$ cat src/rtl/keypad_if.sv
// Keypad scanner signal bundle: matrix lines toward the keypad,
// debounced key code toward the decoder stage.
interface keypad_if;
    logic [3:0]  row;
    logic [3:0]  col;
    logic [15:0] onehot;
    logic        key_valid;
    logic        key_pulse;
    logic        multi;

    modport master (
        input  row,
        output col, onehot, key_valid, key_pulse, multi
    );

    modport slave (
        output row,
        input  col, onehot, key_valid, key_pulse, multi
    );
endinterface

$ cat src/rtl/keypad_scan.sv
// 4x4 active-low keypad scanner with frame-level debounce.
// Presents the committed key as a one-hot code; >1 key flags multi.
module keypad_scan #(
    parameter int SCAN_DIV        = 1250,
    parameter int DEBOUNCE_FRAMES = 4
) (
    input  logic     clk,
    input  logic     rst,
    keypad_if.master kp
);
    localparam int SW = $clog2(SCAN_DIV);
    localparam int DW = $clog2(DEBOUNCE_FRAMES + 1);
    localparam logic [SW-1:0] SLOT_LAST = SW'(SCAN_DIV - 1);
    localparam logic [DW-1:0] CNT_MAX   = DW'(DEBOUNCE_FRAMES);

    logic [SW-1:0] slot;
    logic [1:0]    col_idx;
    logic [3:0]    row_s1;
    logic [3:0]    row_s2;
    logic [15:0]   frame;
    logic [15:0]   prev;
    logic [DW-1:0] stable_cnt;

    logic          slot_end;
    logic          frame_end;
    logic [3:0]    pressed;
    logic [15:0]   cur;
    logic [DW-1:0] cnt_next;
    logic          commit;
    logic          is_single;
    logic          is_multi;
    logic [15:0]   new_oh;

    assign slot_end  = (slot == SLOT_LAST);
    assign frame_end = slot_end && (col_idx == 2'd3);
    assign pressed   = ~row_s2;
    assign cur       = {pressed, frame[11:0]};

    // Column drive released entirely while held in reset
    assign kp.col = rst ? 4'b1111 : ~(4'b0001 << col_idx);

    // Frame-end debounce compare and classification of the snapshot
    always_comb begin
        cnt_next  = stable_cnt;
        commit    = 1'b0;
        if (cur == prev) begin
            if (stable_cnt != CNT_MAX) begin
                cnt_next = stable_cnt + 1'b1;
                commit   = (cnt_next == CNT_MAX);
            end
        end else begin
            cnt_next = '0;
        end
        is_single = (cur != 16'h0) && ((cur & (cur - 16'h1)) == 16'h0);
        is_multi  = (cur != 16'h0) && !is_single;
        new_oh    = is_single ? cur : 16'h0;
    end

    // Slot/column sequencing and 2-flop row synchronizer
    always_ff @(posedge clk) begin
        if (rst) begin
            slot    <= '0;
            col_idx <= 2'd0;
            row_s1  <= 4'b1111;
            row_s2  <= 4'b1111;
        end else begin
            row_s1 <= kp.row;
            row_s2 <= row_s1;
            if (slot_end) begin
                slot    <= '0;
                col_idx <= col_idx + 2'd1;
            end else begin
                slot <= slot + 1'b1;
            end
        end
    end

    // Snapshot capture and stability counting across frames
    always_ff @(posedge clk) begin
        if (rst) begin
            frame      <= 16'h0;
            prev       <= 16'h0;
            stable_cnt <= '0;
        end else begin
            if (slot_end)
                frame[{col_idx, 2'b00} +: 4] <= pressed;
            if (frame_end) begin
                prev       <= cur;
                stable_cnt <= cnt_next;
            end
        end
    end

    // Registered outputs; change only on a committing frame end
    always_ff @(posedge clk) begin
        if (rst) begin
            kp.onehot    <= 16'h0;
            kp.key_valid <= 1'b0;
            kp.key_pulse <= 1'b0;
            kp.multi     <= 1'b0;
        end else begin
            kp.key_pulse <= 1'b0;
            if (frame_end && commit) begin
                kp.onehot    <= new_oh;
                kp.key_valid <= (new_oh != 16'h0);
                kp.multi     <= is_multi;
                kp.key_pulse <= (new_oh != 16'h0) && (new_oh != kp.onehot);
            end
        end
    end
endmodule

$ cat src/flat_wrapper.sv
// flat-port wrapper written by rule: the top's interface ports become plain ports
module keypad_scan_flat 
#(
    parameter int SCAN_DIV        = 1250,
    parameter int DEBOUNCE_FRAMES = 4
)
  (clk, rst, kp_row, kp_col, kp_onehot, kp_key_valid, kp_key_pulse, kp_multi);
  keypad_if kp_i ();
  input  logic clk;
  input  logic rst;
  input wire logic [$bits(kp_i.row)-1:0] kp_row;
  output wire logic [$bits(kp_i.col)-1:0] kp_col;
  output wire logic [$bits(kp_i.onehot)-1:0] kp_onehot;
  output wire logic [$bits(kp_i.key_valid)-1:0] kp_key_valid;
  output wire logic [$bits(kp_i.key_pulse)-1:0] kp_key_pulse;
  output wire logic [$bits(kp_i.multi)-1:0] kp_multi;
  assign kp_i.row = kp_row;
  assign kp_col = kp_i.col;
  assign kp_onehot = kp_i.onehot;
  assign kp_key_valid = kp_i.key_valid;
  assign kp_key_pulse = kp_i.key_pulse;
  assign kp_multi = kp_i.multi;
  keypad_scan #(.SCAN_DIV(SCAN_DIV), .DEBOUNCE_FRAMES(DEBOUNCE_FRAMES)) u_core (.clk(clk), .rst(rst), .kp(kp_i));
endmodule
$ cat config.mk
export PLATFORM = sky130hd
export DESIGN_NAME = keypad_scan_flat
export DESIGN_NICKNAME = d
export VERILOG_FILES = /design/src/rtl/keypad_if.sv /design/src/rtl/keypad_scan.sv /design/src/flat_wrapper.sv
export SDC_FILE = /design/constraint.sdc
export NUM_CORES = 1
export LEC_CHECK = 0
export ABC_AREA = 1
export CORE_ASPECT_RATIO = 1.4
export CORE_MARGIN = 3
export CORE_UTILIZATION = 30
export DETAILED_ROUTE_END_ITERATION = 8
export GPL_TIMING_DRIVEN = 0
export SLEW_MARGIN = 5
export SYNTH_ARGS = -nofsm -noshare
export SYNTH_HDL_FRONTEND = slang
export SYNTH_SLANG_ARGS = --single-unit
export TNS_END_PERCENT = 5
$ cat constraint.sdc
create_clock -name clk -period 3.2 [get_ports clk]
set_input_delay 0.48 -clock clk [delete_from_list [all_inputs] [get_ports clk]]
set_output_delay 0.48 -clock clk [all_outputs]
set_load 0.005 [all_outputs]
# --- Word level (Yosys, flattened, before mapping) ---
# Cells that the tools add are included.
totals:
  regBits: 75
  output_inout_bits: 23
  elab_cells: 49
op_classes:
  addsub: 5
  n_eq_ne: 7
  shifts: 3
  muxes: 7
  bitwise: 4
  reduce_logical: 12
ops:
  columns: ["operator", "n"]
  rows:
  - ["16-bit nonzero test", 2]
  - ["16-bit AND", 1]
  - ["16-bit bitwise mux", 1]
  - ["16-bit == test", 1]
  - ["16-bit logical NOT", 1]
  - ["16-bit 2-to-1 mux", 1]
  - ["16-bit != test", 1]
  - ["4-bit by 6-bit variable shift with 16-bit output (first input constant)", 1]
  - ["4-bit by 6-bit indexed part select with 16-bit output", 1]
  - ["16-bit by 1-bit subtractor with 16-bit output (second input constant)", 1]
  - ["11-bit by 1-bit adder with 11-bit output (second input constant)", 1]
  - ["11-bit == test (second input constant)", 1]
  - ["4-bit NOT", 2]
  - ["3-bit 2-to-1 mux", 2]
  - ["4-bit negation with 6-bit output", 1]
  - ["1-bit logical AND", 5]
  - ["4-bit 2-to-1 mux", 1]
  - ["2-bit OR reduction", 2]
  - ["1-bit by 2-bit left shift with 4-bit output (first input constant)", 1]
  - ["3-bit by 1-bit adder with 3-bit output (second input constant)", 1]
  - ["3-bit == test (second input constant)", 1]
  - ["3-bit != test (second input constant)", 1]
  - ["2-bit by 1-bit adder with 2-bit output (second input constant)", 1]
  - ["2-bit == test (second input constant)", 1]
  - ["5 further kinds", 6]

# --- Depth between registers and ports, before layout ---
logic_depth:
  depth_word: 8
  depth_mapped: 20
  ltp_nobuf: 19

# --- Least setup slack after synthesis ---
# Ideal clock, no wire load.
synth_timing:
  path_kind: "reg2reg"
  start: "register u_core.frame[0]"
  end: "register u_core.kp.key_pulse"
  setup_ns: 0.114
  arrival_ns: 1.805
  required_time_ns: 3.086
  slack_ns: 1.281
  stages_incl_launch_ff: 20
  path_buffers: 3
  synth_period_minus_slack_ns: 1.919
  path_cell_list: "dfxtp_1 buf_6 nor2_8 nand2_4 nor2_2 nand2_1 nand2_1 nand2_1 nor2_1 nand2_1 nor2_2 buf_6 buf_6 nand4_1 nand2_1 nand2_1 nor2_1 nand2_1 nor2_1 nor2_1"
synth_between:
  elab_chain_cells: 7
  elab_cells_between_ends: 14
  classes_between: "add/sub (1); eq/ne (2); mux (2); bitwise (2); reduce/logical (7)"
synth_lines:
  columns: ["element", "line", "source"]
  rows:
  - ["start, declared", "keypad_scan.sv:20", "logic [15:0] frame;"]
  - ["start signal, assigned by index", "keypad_scan.sv:86", "frame[{col_idx, 2'b00} +: 4] <= pressed;"]
  - ["16-bit by 1-bit subtractor with 16-bit output", "keypad_scan.sv:54", "is_single = (cur != 16'h0) && ((cur & (cur - 16'h1)) == 16'h0);"]
  - ["16-bit AND", "keypad_scan.sv:54", null]
  - ["16-bit logical NOT", "keypad_scan.sv:54", null]
  - ["1-bit logical AND", "keypad_scan.sv:54", null]
  - ["16-bit 2-to-1 mux", "keypad_scan.sv:56", "new_oh = is_single ? cur : 16'h0;"]
  - ["16-bit != test / 16-bit nonzero test (equally long branches)", "keypad_scan.sv:107", "kp.key_pulse <= (new_oh != 16'h0) && (new_oh != kp.onehot);"]
  - ["1-bit logical AND", "keypad_scan.sv:107", null]
  - ["end signal, assigned", "keypad_scan.sv:107", null]
  - ["end, declared", "keypad_if.sv:13", "output col, onehot, key_valid, key_pulse, multi"]
# Several ways; a longest one is shown, not always the timed one.
# A chain may end at the register's enable or synchronous reset.

# --- Worst setup path in the final report ---
layout_timing:
  start: "input rst"
  end: "output kp_col[2]"
layout_between:
  elab_chain_cells: 1
layout_lines:
  columns: ["element", "line", "source"]
  rows:
  - ["start, declared", "flat_wrapper.sv:10", "input logic rst;"]
  - ["4-bit 2-to-1 mux", "keypad_scan.sv:40", "assign kp.col = rst ? 4'b1111 : ~(4'b0001 << col_idx);"]
  - ["end, declared", "flat_wrapper.sv:12", "output wire logic [$bits(kp_i.col)-1:0] kp_col;"]
# Every way passes these cells.

==> impl_metrics.json <==
{
  "core-area_um2": 12400,
  "place.port_buffers": 28,
  "drv_cap": 0,
  "pre_cts_ws_ns": 0.422,
  "die_w_um": 102,
  "synth.area.top_cells": "dfxtp_1, nand2_1, nor2_1, o21ai_0, a21oi_1",
  "power.total_mw": 2.07,
  "max-slew-margin-rel": 0.640,
  "hold_slack_ns": 0.404,
  "start_util": 0.308,
  "min_path_type": "reg -> reg",
  "ys_types": 35,
  "async_flop_share": 0,
  "vdd_drop_max_mv": 0.485,
  "ys_warn_count": 0,
  "clockRootBuffer": "clkbuf_16",
  "clkSinkCount": 71,
  "ant_nets": 0,
  "die_y_um": 140,
  "grt-ovfl-total": 0,
  "clk_pin_slew_ns": 0.06,
  "drt_iter0_markers": 183,
  "cts_buffers": 9,
  "antenna_found_initial": 0,
  "worstPathBufferInverterCount": 4,
  "synth_edf_count": 0,
  "cts_tree": "yes",
  "reg2reg_slack_ns": 0.83,
  "critPathMaxFanout": 10,
  "cpMostUsedCell": "clkdlybuf4s50_1",
  "clockBufferDepth": 2,
  "synth.avg_cell_area_um2": 6.83,
  "cp_data_required_time_ns": 2.72,
  "wl_per_cell_um": 13.7,
  "ys.flop_type": "dfxtp_1",
  "slew_viol_final": 0,
  "syn_inst": 561,
  "clock_power_share": 0.519,
  "max_slew.worst_pin.slew_ns": 0.541,
  "grt_util_all_layers": 0.152,
  "p_int_mw": 1.61,
  "area_growth_pct": 20.6,
  "dp_hpwl_um": 7630,
  "p_leak_nw": 2.13,
  "rows": 48,
  "yosysSeqAreaShare": 0.371,
  "crit_chain": "clkdlybuf4s50_1, clkinv_1, clkbuf_1, nand2_1, clkdlybuf4s50_1",
  "viasPerCell": 4.99,
  "arrival_ns": 2.27,
  "syn-num-nets": 577,
  "status": "complete, no violations",
  "hold_viol_final": 0,
  "power_frac_comb": 0.047,
  "r2r_start": "u_core.slot[0]$_SDFF_PP0_",
  "synth_area_um2": 3830,
  "vias": 3764,
  "ios": 29,
  "post_cts_resized": 0,
  "fmax_mhz": 364,
  "power_density_nw_per_um2": 448,
  "critPathLaunchType": "primary input",
  "finalSetupViolations": 0,
  "crit_path_max_incr_delay_ns": 0.53,
  "drive_gt1_frac": 0.0959,
  "rsz0062_at_grt": "false",
  "synth_seq_cells": 71,
  "layout_min_cycle_time_ns": 2.75,
  "fillers": 1296,
  "switching_share": 0.223,
  "h-tree-depth": 3,
  "grt_max_degree": 14,
  "antenna_cells": 0,
  "seqPwrFrac": 0.434,
  "yosys-top-cells-count": "nand2_1, nor2_1, dfxtp_1",
  "clk_latency_ns": 0.33,
  "yosysTopAreaCellShare": 0.371,
  "timing.final.crit_share": 0.858,
  "critPathTopFamily": "buffers and inverters",
  "final_nets": 616,
  "crit_slowest_cell": "clkdlybuf4s50_1",
  "yosys.cell_count.top_type": "nand2_1",
  "dieArea_um2": 14200,
  "grt_pass1_wl_um": 17100,
  "drt_wl_total_um": 10300,
  "hold_buffers": 0,
  "post-route-drc-count": 0,
  "finalSetupTns_ns": 0,
  "finClkSkew_ns": 0.00526,
  "fin_ws_ns": 0.455,
  "criticalPathCategory": "in -> out",
  "p_sw_uw": 462,
  "hp-start": "u_core.row_s1[1]$_SDFF_PP1_",
  "cp-startpoint": "rst",
  "first_global_vias": 3623,
  "globalplace.congestion": 0.889,
  "synth_top_area_cell": "dfxtp_1",
  "firstDrtPassIters": 5,
  "cp-end-kind": "primary output",
  "post-cts-setup-buffers": 0
}
==> routing by layer <==
layer,up-vias,part of all wire,track usage
li1,1919,-,-
met1,1727,0.42,0.175
met2,97,0.51,0.266
met3,21,0.042,0.0226
met4,0,0.030,0.0791
met5,-,0,0
==> sequential cells by signal (all words and copies together) (netlist names) <==
signal               count
u_core.prev             16
u_core.slot             11
u_core.col_idx           2
u_core.row_s1            4
u_core.kp.multi          1
u_core.kp.onehot        16
u_core.kp.key_pulse      1
u_core.row_s2            4
u_core.frame            12
u_core.kp.key_valid      1
u_core.stable_cnt        3
==> layout make-up <==
class                      instances  area (um^2)  share of cell area
multi-input combinational        399         2030               0.439
buffer                            27          145              0.0314
sequential                        71         1420               0.308
timing repair buffer              28          280              0.0606
tap                              150          188              0.0406
clock inverter                     7         95.1              0.0206
clock buffer                       9          225              0.0487
inverter                          64          240              0.0520
==> path summary, 6_finish.rpt <==
path         cells after the start                                to
max                              5                         kp_col[2]
min                              1       u_core.row_s2[1]$_SDFF_PP1_
max reg2reg                      7  u_core.kp.onehot[9]$_SDFFE_PP0P_
min reg2reg                      1       u_core.row_s2[1]$_SDFF_PP1_
==> cell usage in the layout, fill, tap and decap left out, types with 2 or more instances in the layout <==
| cell type | instances |
|---|---|
| inv_2 | 6 |
| clkdlybuf4s50_1 | 28 |
| and3_1 | 2 |
| nand2_1 | 108 |
| clkbuf_1 | 11 |
| o21ai_1 | 3 |
| buf_4 | 2 |
| a21oi_1 | 43 |
| nor4_1 | 6 |
| nand2_4 | 2 |
| buf_2 | 10 |
| xor2_1 | 9 |
| inv_1 | 57 |
| nor3b_1 | 4 |
| ha_1 | 10 |
| o21ai_0 | 49 |
| a211oi_1 | 5 |
| buf_6 | 3 |
| xnor2_1 | 3 |
| nor2_1 | 76 |
| inv_6 | 2 |
| nand3_1 | 29 |
| o211ai_1 | 2 |
| or2_2 | 10 |
| nor3_1 | 6 |
| clkinv_2 | 2 |
| nand4_1 | 21 |
| bufinv_16 | 2 |
| clkbuf_16 | 9 |
| dfxtp_1 | 71 |
| nor2_2 | 4 |
==> worst register-to-register path, delay by kind of cell, from the launching register on <==
family                     cells  cell delay (ns)
and+or+nand+nor                4             1.11
adders and majority gates      1             0.19
AOI/OAI and AO/OA              1             0.13
DFF                            1             0.37
buffers and inverters          1             0.42
==> metrics by stage <==
stage	util	instance area, um^2	cells
6_report	0.372	4620	755
3_3_place_gp	0.346	4300	739
3_5_place_dp	0.346	4300	739
5_1_grt	0.372	4620	755
4_1_cts	0.372	4620	755
2_1_floorplan	-	3830	561
==> logic make-up after synthesis <==
| family | after synthesis | share of synthesized area |
|---|---|---|
| DFF | 71 | 0.371 |
| buffers and inverters | 91 | 0.101 |
| xor gates and xnor gates | 12 | 0.0274 |
| AOI/OAI and AO/OA | 103 | 0.140 |
| and+or+nand+nor | 274 | 0.328 |
| adders and majority gates | 10 | 0.0326 |
==> power groups by stage <==
stage,clock network [mW],registers [mW],logic (mW)
2_1_floorplan,0,0.916,0.0642
5_1_grt,1.13,0.900,0.108
6_report,1.08,0.899,0.0966
4_1_cts,1.11,0.899,0.0969
3_3_place_gp,0,0.918,0.0946
3_5_place_dp,0,0.919,0.0964
No activity file was read; power rests on OpenSTA's default activity.
